==> src/rtl/ser_id_pkg.sv <==
// Shared types and bus-window constants for the serial ID/key reader.
// The window helper builds BA13..BA4 for a read of the 0x1000-0x1FFF window.
package ser_id_pkg;

  typedef enum logic [1:0] {
    ST_IDLE = 2'd0,
    ST_KEY  = 2'd1,
    ST_DATA = 2'd2,
    ST_FIN  = 2'd3
  } state_e;

  // BA13..BA12 select the device window, BA11..BA8 are always zero.
  localparam logic [1:0] SER_WIN_HI   = 2'b01;
  localparam logic [3:0] SER_WIN_MID  = 4'h0;
  localparam logic [3:0] SER_DATA_NIB = 4'h0;

  function automatic logic [9:0] ser_ba(input logic [3:0] nib);
    return {SER_WIN_HI, SER_WIN_MID, nib};
  endfunction

endpackage

==> src/rtl/ser_rd_cycle.sv <==
// One bus read of the device window: address phase, strobe phases, gap phase.
// While go is low the phase counter parks at 0 and ba holds the last address.
module ser_rd_cycle
  import ser_id_pkg::*;
#(
  parameter int BUS_CYC = 4
) (
  input  logic       clk,
  input  logic       rst,
  input  logic       go,
  input  logic [3:0] nibble,
  output logic [9:0] ba,
  output logic       bstrb,
  output logic       sample,
  output logic       last
);

  localparam int              PH_W    = $clog2(BUS_CYC);
  localparam logic [PH_W-1:0] PH_SAMP = PH_W'(BUS_CYC - 2);
  localparam logic [PH_W-1:0] PH_LAST = PH_W'(BUS_CYC - 1);

  logic [PH_W-1:0] phase_q, phase_d;
  logic [9:0]      ba_q, ba_d;

  // NOTE: every signal gets a default before any branch so no latch is inferred.
  always_comb begin
    phase_d = '0;
    ba_d    = ba_q;
    if (go) begin
      ba_d = ser_ba(nibble);
      if (phase_q != PH_LAST) phase_d = phase_q + 1'b1;
    end
  end

  // NOTE: state registers use non-blocking assignments only, and reset clears
  // every flop so a read interrupted by rst leaves nothing stale behind.
  always_ff @(posedge clk) begin
    if (rst) begin
      phase_q <= '0;
      ba_q    <= '0;
    end else begin
      phase_q <= phase_d;
      ba_q    <= ba_d;
    end
  end

  // Address is live in phase 0 so it is set up before the strobe rises.
  assign ba     = ba_d;
  assign bstrb  = go && (phase_q != '0) && (phase_q != PH_LAST);
  assign sample = go && (phase_q == PH_SAMP);
  assign last   = go && (phase_q == PH_LAST);

endmodule

==> src/rtl/ser_id_rd.sv <==
// Serial ID/key reader: key preamble reads, then one read per data bit,
// assembled LSB first into a parallel word.
module ser_id_rd
  import ser_id_pkg::*;
#(
  parameter int KEY_LEN   = 4,
  parameter int DATA_BITS = 16,
  parameter int BUS_CYC   = 4
) (
  input  logic                 clk,
  input  logic                 rst,
  input  logic                 start,
  input  logic                 abort,
  input  logic [4*KEY_LEN-1:0] key,
  output logic                 busy,
  output logic                 done,
  output logic                 aborted,
  output logic [DATA_BITS-1:0] data,
  output logic [9:0]           ba,
  output logic                 br_w,
  output logic                 sser,
  output logic                 bstrb,
  input  logic                 sdrd
);

  localparam int MAX_N = (KEY_LEN > DATA_BITS) ? KEY_LEN : DATA_BITS;
  localparam int IDX_W = $clog2(MAX_N + 1);
  localparam logic [IDX_W-1:0] KEY_LAST  = IDX_W'(KEY_LEN - 1);
  localparam logic [IDX_W-1:0] DATA_LAST = IDX_W'(DATA_BITS - 1);

  state_e               state_q, state_d;
  logic [IDX_W-1:0]     idx_q, idx_d;
  logic [4*KEY_LEN-1:0] key_q, key_d;
  logic [DATA_BITS-1:0] data_q, data_d;
  logic                 abort_q, abort_d;
  logic                 busy_q, busy_d;
  logic                 done_q, done_d;
  logic                 aborted_q, aborted_d;

  logic       go;
  logic [3:0] nibble;
  logic       rd_sample;
  logic       rd_last;
  logic       abort_hit;

  assign go        = (state_q == ST_KEY) || (state_q == ST_DATA);
  // The key register shifts down one nibble per key read, so the current
  // nibble is always in the low four bits.
  assign nibble    = (state_q == ST_KEY) ? key_q[3:0] : SER_DATA_NIB;
  assign abort_hit = abort_q || abort;

  ser_rd_cycle #(
    .BUS_CYC (BUS_CYC)
  ) u_rd_cycle (
    .clk    (clk),
    .rst    (rst),
    .go     (go),
    .nibble (nibble),
    .ba     (ba),
    .bstrb  (bstrb),
    .sample (rd_sample),
    .last   (rd_last)
  );

  always_comb begin
    state_d   = state_q;
    idx_d     = idx_q;
    key_d     = key_q;
    data_d    = data_q;
    abort_d   = abort_q;
    busy_d    = busy_q;
    done_d    = 1'b0;
    aborted_d = aborted_q;

    unique case (state_q)
      ST_IDLE: begin
        // A start that coincides with abort is dropped along with the abort.
        if (start && !abort) begin
          state_d   = ST_KEY;
          idx_d     = '0;
          key_d     = key;
          data_d    = '0;
          abort_d   = 1'b0;
          busy_d    = 1'b1;
          aborted_d = 1'b0;
        end
      end

      ST_KEY: begin
        abort_d = abort_hit;
        if (rd_last) begin
          key_d = key_q >> 4;
          if (abort_hit) begin
            state_d = ST_FIN;
          end else if (idx_q == KEY_LAST) begin
            state_d = ST_DATA;
            idx_d   = '0;
          end else begin
            idx_d = idx_q + 1'b1;
          end
        end
      end

      ST_DATA: begin
        abort_d = abort_hit;
        if (rd_sample) begin
          for (int i = 0; i < DATA_BITS; i++) begin
            if (idx_q == i[IDX_W-1:0]) data_d[i] = sdrd;
          end
        end
        if (rd_last) begin
          if (abort_hit || (idx_q == DATA_LAST)) begin
            state_d = ST_FIN;
          end else begin
            idx_d = idx_q + 1'b1;
          end
        end
      end

      ST_FIN: begin
        state_d   = ST_IDLE;
        busy_d    = 1'b0;
        done_d    = 1'b1;
        aborted_d = abort_q;
        abort_d   = 1'b0;
      end

      default: state_d = ST_IDLE;
    endcase
  end

  always_ff @(posedge clk) begin
    if (rst) begin
      state_q   <= ST_IDLE;
      idx_q     <= '0;
      key_q     <= '0;
      data_q    <= '0;
      abort_q   <= 1'b0;
      busy_q    <= 1'b0;
      done_q    <= 1'b0;
      aborted_q <= 1'b0;
    end else begin
      state_q   <= state_d;
      idx_q     <= idx_d;
      key_q     <= key_d;
      data_q    <= data_d;
      abort_q   <= abort_d;
      busy_q    <= busy_d;
      done_q    <= done_d;
      aborted_q <= aborted_d;
    end
  end

  assign busy    = busy_q;
  assign done    = done_q;
  assign aborted = aborted_q;
  assign data    = data_q;
  assign br_w    = 1'b1;
  assign sser    = ~go;

endmodule
==> config.mk <==
export PLATFORM = sky130hd
export DESIGN_NAME = ser_id_rd
export DESIGN_NICKNAME = d
export VERILOG_FILES = /design/src/rtl/ser_id_pkg.sv /design/src/rtl/ser_rd_cycle.sv /design/src/rtl/ser_id_rd.sv
export SDC_FILE = /design/constraint.sdc
export NUM_CORES = 1
export LEC_CHECK = 0
export CORE_MARGIN = 8
export CORE_UTILIZATION = 52
export CTS_BUF_LIST = sky130_fd_sc_hd__clkbuf_16
export DETAILED_ROUTE_END_ITERATION = 16
export PLACE_DENSITY_LB_ADDON = 0.08
export REMOVE_ABC_BUFFERS = 1
export SYNTH_ARGS = -nofsm -noshare
export SYNTH_HDL_FRONTEND = slang
export SYNTH_HIERARCHICAL = 1
export SYNTH_SLANG_ARGS = --single-unit
==> constraint.sdc <==
create_clock -name clk -period 3.1 [get_ports clk]
set_input_delay 0.465 -clock clk [delete_from_list [all_inputs] [get_ports clk]]
set_output_delay 0.465 -clock clk [all_outputs]
set_load 0.03 [all_outputs]
* After elaboration in Yosys (flattened, before gate mapping)
Cells that the tools add are included.
** Word-level totals
- Bits in registers :: 55
- Output and inout port bits :: 32
- Logic and storage cells :: 156
** Cells by class
- Add/subtract/negate cells :: 2
- Eq/ne operators :: 45
- Multiplexer cells :: 44
- Bitwise operators :: 2
- Reduce and logical (&&, ||, !) cells :: 38
** Operator list (number)
- $mux W16 :: 4
- $pmux W16 S2 :: 2
- $reduce_and A4 Y1 :: 16
- $eq A5 B4 Y1 const B :: 8
- $ne A2 B1 Y1 const B :: 17
- $mux W5 :: 6
- $eq A5 B3 Y1 const B :: 4
- $mux W1 :: 19
- $pmux W5 S3 :: 1
- $ne A2 B2 Y1 const B :: 7
- $mux W2 :: 6
- $eq A5 B2 Y1 const B :: 2
- $mux W10 :: 1
- $eq A2 B2 Y1 const B :: 4
- $pmux W2 S4 :: 1
- $reduce_bool A2 Y1 :: 4
- $reduce_and A6 Y1 :: 1
- $add A5 B1 Y5 const B :: 1
- $eq A5 B1 Y1 const B :: 1
- $logic_and A1 B1 Y1 :: 5
- $logic_not A5 Y1 :: 1
- $reduce_and A5 Y1 :: 1
- $mux W4 :: 1
- $pmux W1 S2 :: 2
- other kinds (13) :: 16

* Depth between registers and ports, before layout
Gate-level depths: netlist of the first run.
- Depth in word-level cells :: 5
- Mapped depth :: 10

* Hierarchy
The synthesis of the first run kept the hierarchy.
** Modules (own cells, without submodules)
- ser_id_rd :: instances 1, cells each 261, area an instance 2314.7 um^2, sequential area each 860.8 um^2
- ser_rd_cycle :: instances 1, cells each 45, area an instance 526.8 um^2, sequential area each 240.2 um^2

* Worst setup path before layout of the first run
No wires, ideal clock.
- Path kind :: reg2out
- Start point :: register state_q[1]
- End point :: output port bstrb
- Arrival :: 1.815 ns
- Required time :: 2.635 ns
- Setup slack :: 0.820 ns
- Stages on the path, launching flop included :: 6
- Path buffers :: 2
- Cell sequence :: dfxtp_1 -> inv_1 -> ha_1 -> buf_6 -> buf_8 -> nor3b_1
** Between the ends
- Cells in the longest elaborated chain, start to end :: 4
** Ends and longest elaborated chain
- start: declaration :: line ser_id_rd.sv:31 : state_e state_q, state_d;
- start signal: assignment :: line ser_id_rd.sv:143 : state_q <= state_d;
- $eq A2 B1 Y1 or $eq A2 B2 Y1 (tied branches) :: line ser_id_rd.sv:46 : assign go = (state_q == ST_KEY) || (state_q == ST_DATA);
- $logic_or A1 B1 Y1 (*) :: line ser_id_rd.sv:46
- named net go :: line ser_id_rd.sv:40 : logic go;
- $logic_and A1 B1 Y1 (*) (2 in series) :: line ser_rd_cycle.sv:49 : assign bstrb = go && (phase_q != '0) && (phase_q != PH_LAST);
- end: declaration :: line ser_id_rd.sv:22 : output logic bstrb,
Mark *: on every way through the listed nets, which the timed path passes. The rest lies on a longest branch.

* Final worst setup path of the first run
- Start point :: register state_q[1]
- End point :: output port ba[2]
** Between the ends
- Cells in the longest elaborated chain, start to end :: 3
** Ends and longest elaborated chain
- $eq A2 B1 Y1 or $eq A2 B2 Y1 (tied branches) :: line ser_id_rd.sv:46
- $logic_or A1 B1 Y1 (*) :: line ser_id_rd.sv:46
- named net go :: line ser_id_rd.sv:40
- $mux W10 (*) :: line ser_rd_cycle.sv:29 : if (go) begin
- end: declaration :: line ser_id_rd.sv:19 : output logic [9:0] ba,
Marks and branches as above.

==> results of run 1 <==
==> cell usage after synthesis, types with 2 or more instances <==
cell type   n  area [um^2]
nand4_1     2         12.5
nor2_1     15         56.3
nand3_1    18         90.1
inv_1      13         48.8
buf_2       5         25.0
clkbuf_1    6         22.5
mux2_4      2         30.0
a21oi_1    26          130
nor4b_1     2         17.5
buf_4       2         15.0
o31ai_1     2         15.0
clkbuf_2    2         10.0
a21oi_2     2         17.5
and2b_1     6         45.0
nand3b_1    4         30.0
clkbuf_8    4         55.1
mux2_2      3         33.8
a21boi_0   14          105
mux2i_1    14          140
nor3_1      4         20.0
o21a_1      2         15.0
nand2b_1    4         25.0
nor2b_1     9         56.3
o21ai_0    22          110
a211oi_1   13         97.6
nand2_1     4         15.0
and2_1      6         37.5
nor3b_1     5         37.5
ha_1       13          163
dfxtp_1    55         1100
==> logic make-up after synthesis <==
family	Yosys count	synth area share, %
simple gates	90	19.2
mux	19	7.18
other cells	1	0.132
fa+ha+maj	13	5.72
buf+inv	34	7.13
flops	55	38.7
compound gates	94	21.9
==> worst max-delay path by stage <==
stage                            endpoint  slack, ns  depth (start not counted)
floorplan           key_q[0]$_SDFFE_PP0P_       0.71                          6
global placement                    ba[1]       0.67                          5
detailed placement                  ba[2]       0.63                          5
CTS                                 ba[2]       0.31                          5
global route                        ba[1]       0.22                          5
finish                              ba[2]       0.33                          5
==> metrics by stage <==
step	util [%]	std cells
floorplan	-	285
global placement	61.6	414
detailed placement	61.6	414
CTS	64.2	422
global route	64.2	422
finish	64.2	422
==> critical path, delay by kind of cell, from the launching register on <==
family                   cells  cell delay [ns]
multiplexers                 1             0.37
flip-flops                   1             0.40
adder cells (fa/ha/maj)      1             0.28
buffers and inverters        3             0.96
==> sequential cells by signal (all words and copies together) (netlist names), 2 cells and up <==
register,flops
data,16
idx_q,5
u_rd_cycle/ba_q,10
state_q,2
key_q,16
u_rd_cycle/phase_q,2
==> cell type report <==
cell class | instances | share of cell area [%]
multi-input cells | 217 | 44.3
flip-flops and latches | 55 | 31.7
repair buffers | 57 | 15.9
clock buffers | 5 | 3.61
well taps | 72 | 2.60
inverters | 13 | 1.41
clock inverters | 3 | 0.469
==> power breakdown <==
part | switching, mW | internal (mW) | total, mW | leakage, nW
logic | 0.627 | 0.480 | 1.11 | 0.722
clock network | 0.252 | 0.295 | 0.548 | 0.0710
registers | 0.0639 | 0.829 | 0.893 | 0.447
total | 0.943 | 1.60 | 2.55 | 1.24
==> per-layer routing <==
layer / part of all wire [%] / GRT usage [%] / vias to the layer above / routed length, um
li1: - / - / 1177 / -
met1: 46 / 18.5 / 1044 / 2820
met3: 6.3 / 4.99 / 11 / 381
met4: 1.3 / 5.83 / 0 / 80
met5: 0 / 0 / - / 0
met2: 46 / 23.6 / 67 / 2780
==> flow_metrics.py, run 1 <==
metrics = {
    "run_status": {
        "status": "complete, no violations",
    },
    "power_and_ir_drop": {
        "p_leak_nw": 1.24,
        "ir_drop_v": 0.000518,
        "power_density_nw_per_um2": 734,
        "power_mw": 2.55,
    },
    "die": {
        "dieArea_um2": 8090,
        "die_w_um": 89.9,
        "num_rows": 27,
        "start_util_pct": 52.6,
        "pin_count": 53,
        "die_h_um": 89.9,
        "coreArea_um2": 5410,
    },
    "worst_setup_path": {
        "crit_fanout": 22,
        "critPathLaunch": "state_q[1]$_SDFFE_PP0P_",
        "critPathSlowestCell": "clkdlybuf4s50_1",
        "critical_path_class": "flip-flop to output pin",
        "cp.arrival_ns": 2.31,
        "slowest_delay_ns": 0.60,
        "required_ns": 2.63,
        "reg2reg_depth": 8,
        "rr_startpoint": "state_q[1]$_SDFFE_PP0P_",
        "path_cells": "inv_1 > ha_1 > buf_4 > mux2_2 > clkdlybuf4s50_1",
        "crit_path_start_kind": "flip-flop",
        "rr_endpoint": "data[14]$_SDFFE_PP0P_",
        "r2r_slack_ns": 0.63,
        "cp-end-kind": "output pin",
    },
    "timing": {
        "slew_headroom_pct": 31.7,
        "skew_ns": 0.00491,
        "hold_violations": 0,
        "finalSetupTns_ns": 0,
        "fin_crit_ns": 2.77,
        "worst_slew_pin_slew_ns": 1.02,
        "setup_viol": 0,
        "rsz0062_at_grt": "no",
        "setup_slack_ns": 0.329,
        "holdWs_ns": 0.466,
        "slew_viol_final": 0,
        "timing.final.crit_share_pct": 89.4,
        "max_freq_mhz": 361,
    },
    "yosys": {
        "syn_area_per_cell_um2": 9.29,
        "synth_area_um2": 2840,
        "synth_cell_types": 57,
        "yosysWarnings": 6,
        "synth_edf_count": 0,
        "synthCells": 306,
        "ys.flop_type": "dfxtp_1",
        "ys_seq_area_share_pct": 38.7,
        "ys_ff_latch": 55,
        "async_flop_share_pct": 0,
    },
    "grt": {
        "grt.overflow.total": 0,
        "grt_pass1_wl_mm": 10.4,
        "grt_pass1_vias": 2154,
        "antenna_found_initial": 0,
        "grt_max_degree": 33,
        "track_usage_pct": 15.0,
    },
    "placement": {
        "dpl_cell_area_um2": 3330,
        "io_buffer_count": 51,
        "dp.final_hpwl_mm": 4.27,
        "gp_congestion": 0.852,
        "dpl_worst_slack_ns": 0.629,
    },
    "finish": {
        "final_common_cell": "dfxtp_1",
        "diodes": 0,
        "fin_nets": 383,
        "final_area_um2": 3470,
        "layout_common_cells": "55 x dfxtp_1, 50 x clkdlybuf4s50_1, 26 x a21oi_1",
        "synthToLayoutAreaGrowth_pct": 22.1,
        "drive_above_1_share_pct": 9.14,
        "fillers": 474,
        "seqCellArea_um2": 1100,
        "multi_input_area_um2": 1540,
    },
    "clock_network": {
        "cts_setup_buffers": 0,
        "cts_buffers": 5,
        "cts_repair_resize_count": 0,
        "clk_latency_ns": 0.29,
        "cts_tree": "done",
        "htreeDepth": 2,
        "cts_hold_buf": 0,
        "root_buffer": "clkbuf_16",
        "clkTransAtPathRegs_ns": 0.07,
        "numClockSinks": 55,
        "clk_path_buf_depth": 2,
    },
    "drt": {
        "totalWireLength_mm": 6.06,
        "wl_per_cell_um": 14.4,
        "vias_per_cell": 5.45,
        "vias": 2299,
        "drt_iter0_markers": 91,
        "drc": 0,
        "ant_nets": 0,
        "dr.pass1.iters": 4,
    },
    "job": {
        "max_cap_viol_count": 0,
    },
    "worst_hold_path": {
        "hold_start": "u_rd_cycle/phase_q[0]$_SDFF_PP0_",
        "min_to": "u_rd_cycle/phase_q[0]$_SDFF_PP0_",
        "min_path_type": "flip-flop to flip-flop",
        "hold_depth": 1,
    },
}
Note: power is estimated with default switching activity, not from simulation.
==> inputs of run 2 (changes only) <==
- CTS_CLUSTER_SIZE: unset -> 14
- HOLD_SLACK_MARGIN: unset -> 0.02
- PLACE_DENSITY_LB_ADDON: 0.08 -> 0.3
==> run 2 against run 1 <==
Against the previous run:
- clock skew down 0.0015 ns
- sequential share of layout area down 0.19 points
- sequential power about the same
- total power up 4.4%
- clock power up 15%
- worst hold slack worse by 0.0027 ns
- critical path depth down 1
- via count up 1.6%
- largest cell class unchanged
==> flow_metrics.py, run 2 (synthesis results as in run 1) <==
metrics = {
    "run_status": {
        "status": "complete, no violations",
    },
    "worst_setup_path": {
        "cp.arrival_ns": 2.48,
        "slowest_delay_ns": 0.74,
        "critPathSlowestCell": "clkdlybuf4s50_1",
        "critPathTopFamily": "buffers and inverters",
        "cp.buffers_inverters": 2,
        "crit_fanout": 11,
        "rr_endpoint": "data[7]$_SDFFE_PP0P_",
        "cp-end-kind": "output pin",
        "rr_startpoint": "state_q[1]$_SDFFE_PP0P_",
        "required_ns": 2.63,
        "crit_path_start_kind": "flip-flop",
        "critical_path_class": "flip-flop to output pin",
        "reg2reg_depth": 8,
        "path_cells": "inv_1 > ha_1 > nor3b_1 > clkdlybuf4s50_1",
        "r2r_slack_ns": 0.51,
    },
    "grt": {
        "grt_max_degree": 36,
        "track_usage_pct": 15.5,
        "grt_pass1_wl_mm": 10.6,
        "grt.overflow.total": 0,
        "antenna_found_initial": 0,
        "grt_pass1_vias": 2288,
    },
    "finish": {
        "synthToLayoutAreaGrowth_pct": 22.9,
        "drive_above_1_share_pct": 9.17,
        "diodes": 0,
        "final_common_cell": "dfxtp_1",
        "layout_common_cells": "55 x dfxtp_1, 50 x clkdlybuf4s50_1, 26 x a21oi_1",
        "fin_nets": 383,
        "final_area_um2": 3490,
    },
    "die": {
        "die_h_um": 89.9,
        "num_rows": 27,
        "coreArea_um2": 5410,
        "dieArea_um2": 8090,
        "die_w_um": 89.9,
        "pin_count": 53,
        "start_util_pct": 52.6,
    },
    "clock_network": {
        "cts_repair_resize_count": 0,
        "htreeDepth": 2,
        "cts_buffers": 5,
        "root_buffer": "clkbuf_16",
        "clk_path_buf_depth": 2,
        "clkTransAtPathRegs_ns": 0.07,
        "numClockSinks": 55,
        "clk_latency_ns": 0.29,
        "cts_hold_buf": 0,
        "cts_tree": "done",
        "cts_setup_buffers": 0,
    },
    "timing": {
        "max_freq_mhz": 340,
        "skew_ns": 0.00336,
        "setup_viol": 0,
        "rsz0062_at_grt": "no",
        "fin_crit_ns": 2.94,
        "slew_headroom_pct": 44.0,
        "worst_slew_pin_slew_ns": 0.838,
        "hold_violations": 0,
        "timing.final.crit_share_pct": 94.9,
        "finalSetupTns_ns": 0,
        "slew_viol_final": 0,
    },
    "placement": {
        "dp.final_hpwl_mm": 4.35,
        "io_buffer_count": 51,
        "dpl_cell_area_um2": 3330,
        "gp_congestion": 0.863,
    },
    "power_and_ir_drop": {
        "p_int_mw": 1.70,
        "p_leak_nw": 1.24,
        "power_density_nw_per_um2": 762,
        "switching_share_pct": 36.0,
        "ir_drop_v": 0.000458,
        "p_seq_share_pct": 33.5,
        "switching_power_mw": 0.958,
        "comb_power_share_pct": 42.7,
        "p_clk_share_pct": 23.7,
    },
    "worst_hold_path": {
        "hold_start": "u_rd_cycle/phase_q[0]$_SDFF_PP0_",
        "min_to": "u_rd_cycle/phase_q[0]$_SDFF_PP0_",
        "hold_depth": 1,
        "min_path_type": "flip-flop to flip-flop",
    },
    "drt": {
        "wl_per_cell_um": 14.8,
        "totalWireLength_mm": 6.25,
        "ant_nets": 0,
        "vias": 2336,
        "drc": 0,
        "vias_per_cell": 5.55,
        "dr.pass1.iters": 4,
        "drt_iter0_markers": 122,
    },
    "job": {
        "max_cap_viol_count": 0,
    },
}
[run 2: cell count changes in the layout (fill, tap and decap cells not counted)]
cell | before | now
bufinv_16 | 0 | 1
clkinv_2 | 1 | 0
o21ai_1 | 1 | 0
o21ai_0 | 21 | 22
inv_1 | 14 | 13
[run 2: cell type report]
type | count | area (um^2)
Clock buffer | 5 | 125
Fill cell | 482 | 1910
Tap cell | 72 | 90.1
Inverter | 13 | 48.8
Sequential cell | 55 | 1100
Clock inverter | 2 | 37.5
Multi-Input combinational cell | 217 | 1540
Timing Repair Buffer | 57 | 551
[run 2: per-stage QoR]
| step | cells | utilization (%) | hold slack (ns) | setup slack, ns | power (mW) |
|---|---|---|---|---|---|
| 6_report | 421 | 64.6 | 0.463 | 0.157 | 2.66 |
| 5_1_grt | 421 | 64.6 | 0.488 | 0.0392 | 2.83 |
| 4_1_cts | 421 | 64.6 | 0.467 | 0.189 | 2.68 |
| 3_5_place_dp | 414 | 61.6 | 0.451 | 0.539 | 2.04 |
| 3_3_place_gp | 414 | 61.6 | 0.445 | 0.624 | 2.01 |
| 2_1_floorplan | 285 | - | 0.426 | 0.706 | 1.71 |
[run 2: worst max path at each step]
| stage | slack [ns] | from | cells after the start | to |
|---|---|---|---|---|
| after global placement | 0.62 | state_q[1]$_SDFFE_PP0P_ | 5 | ba[7] |
| after global routing | 0.04 | state_q[0]$_SDFFE_PP0P_ | 4 | bstrb |
| after detailed placement | 0.54 | state_q[1]$_SDFFE_PP0P_ | 4 | bstrb |
| after CTS | 0.19 | state_q[1]$_SDFFE_PP0P_ | 4 | bstrb |
| final | 0.16 | state_q[1]$_SDFFE_PP0P_ | 4 | bstrb |
| after floorplan | 0.71 | state_q[1]$_SDFFE_PP0P_ | 6 | key_q[0]$_SDFFE_PP0P_ |
[run 2: routing by layer]
layer | wire length [um] | vias to the layer above | GRT usage, %
li1 | - | 1180 | -
met1 | 2980 | 1098 | 18.2
met2 | 2950 | 54 | 26.1
met3 | 264 | 4 | 4.99
met4 | 52 | 0 | 4.58
met5 | 0 | - | 0
[run 2: power groups by stage]
stage	logic (mW)	clock network (mW)	registers (mW)
5_1_grt	1.24	0.681	0.908
4_1_cts	1.14	0.648	0.892
2_1_floorplan	0.811	0	0.899
3_3_place_gp	1.10	0	0.902
6_report	1.14	0.631	0.892
3_5_place_dp	1.13	0	0.907
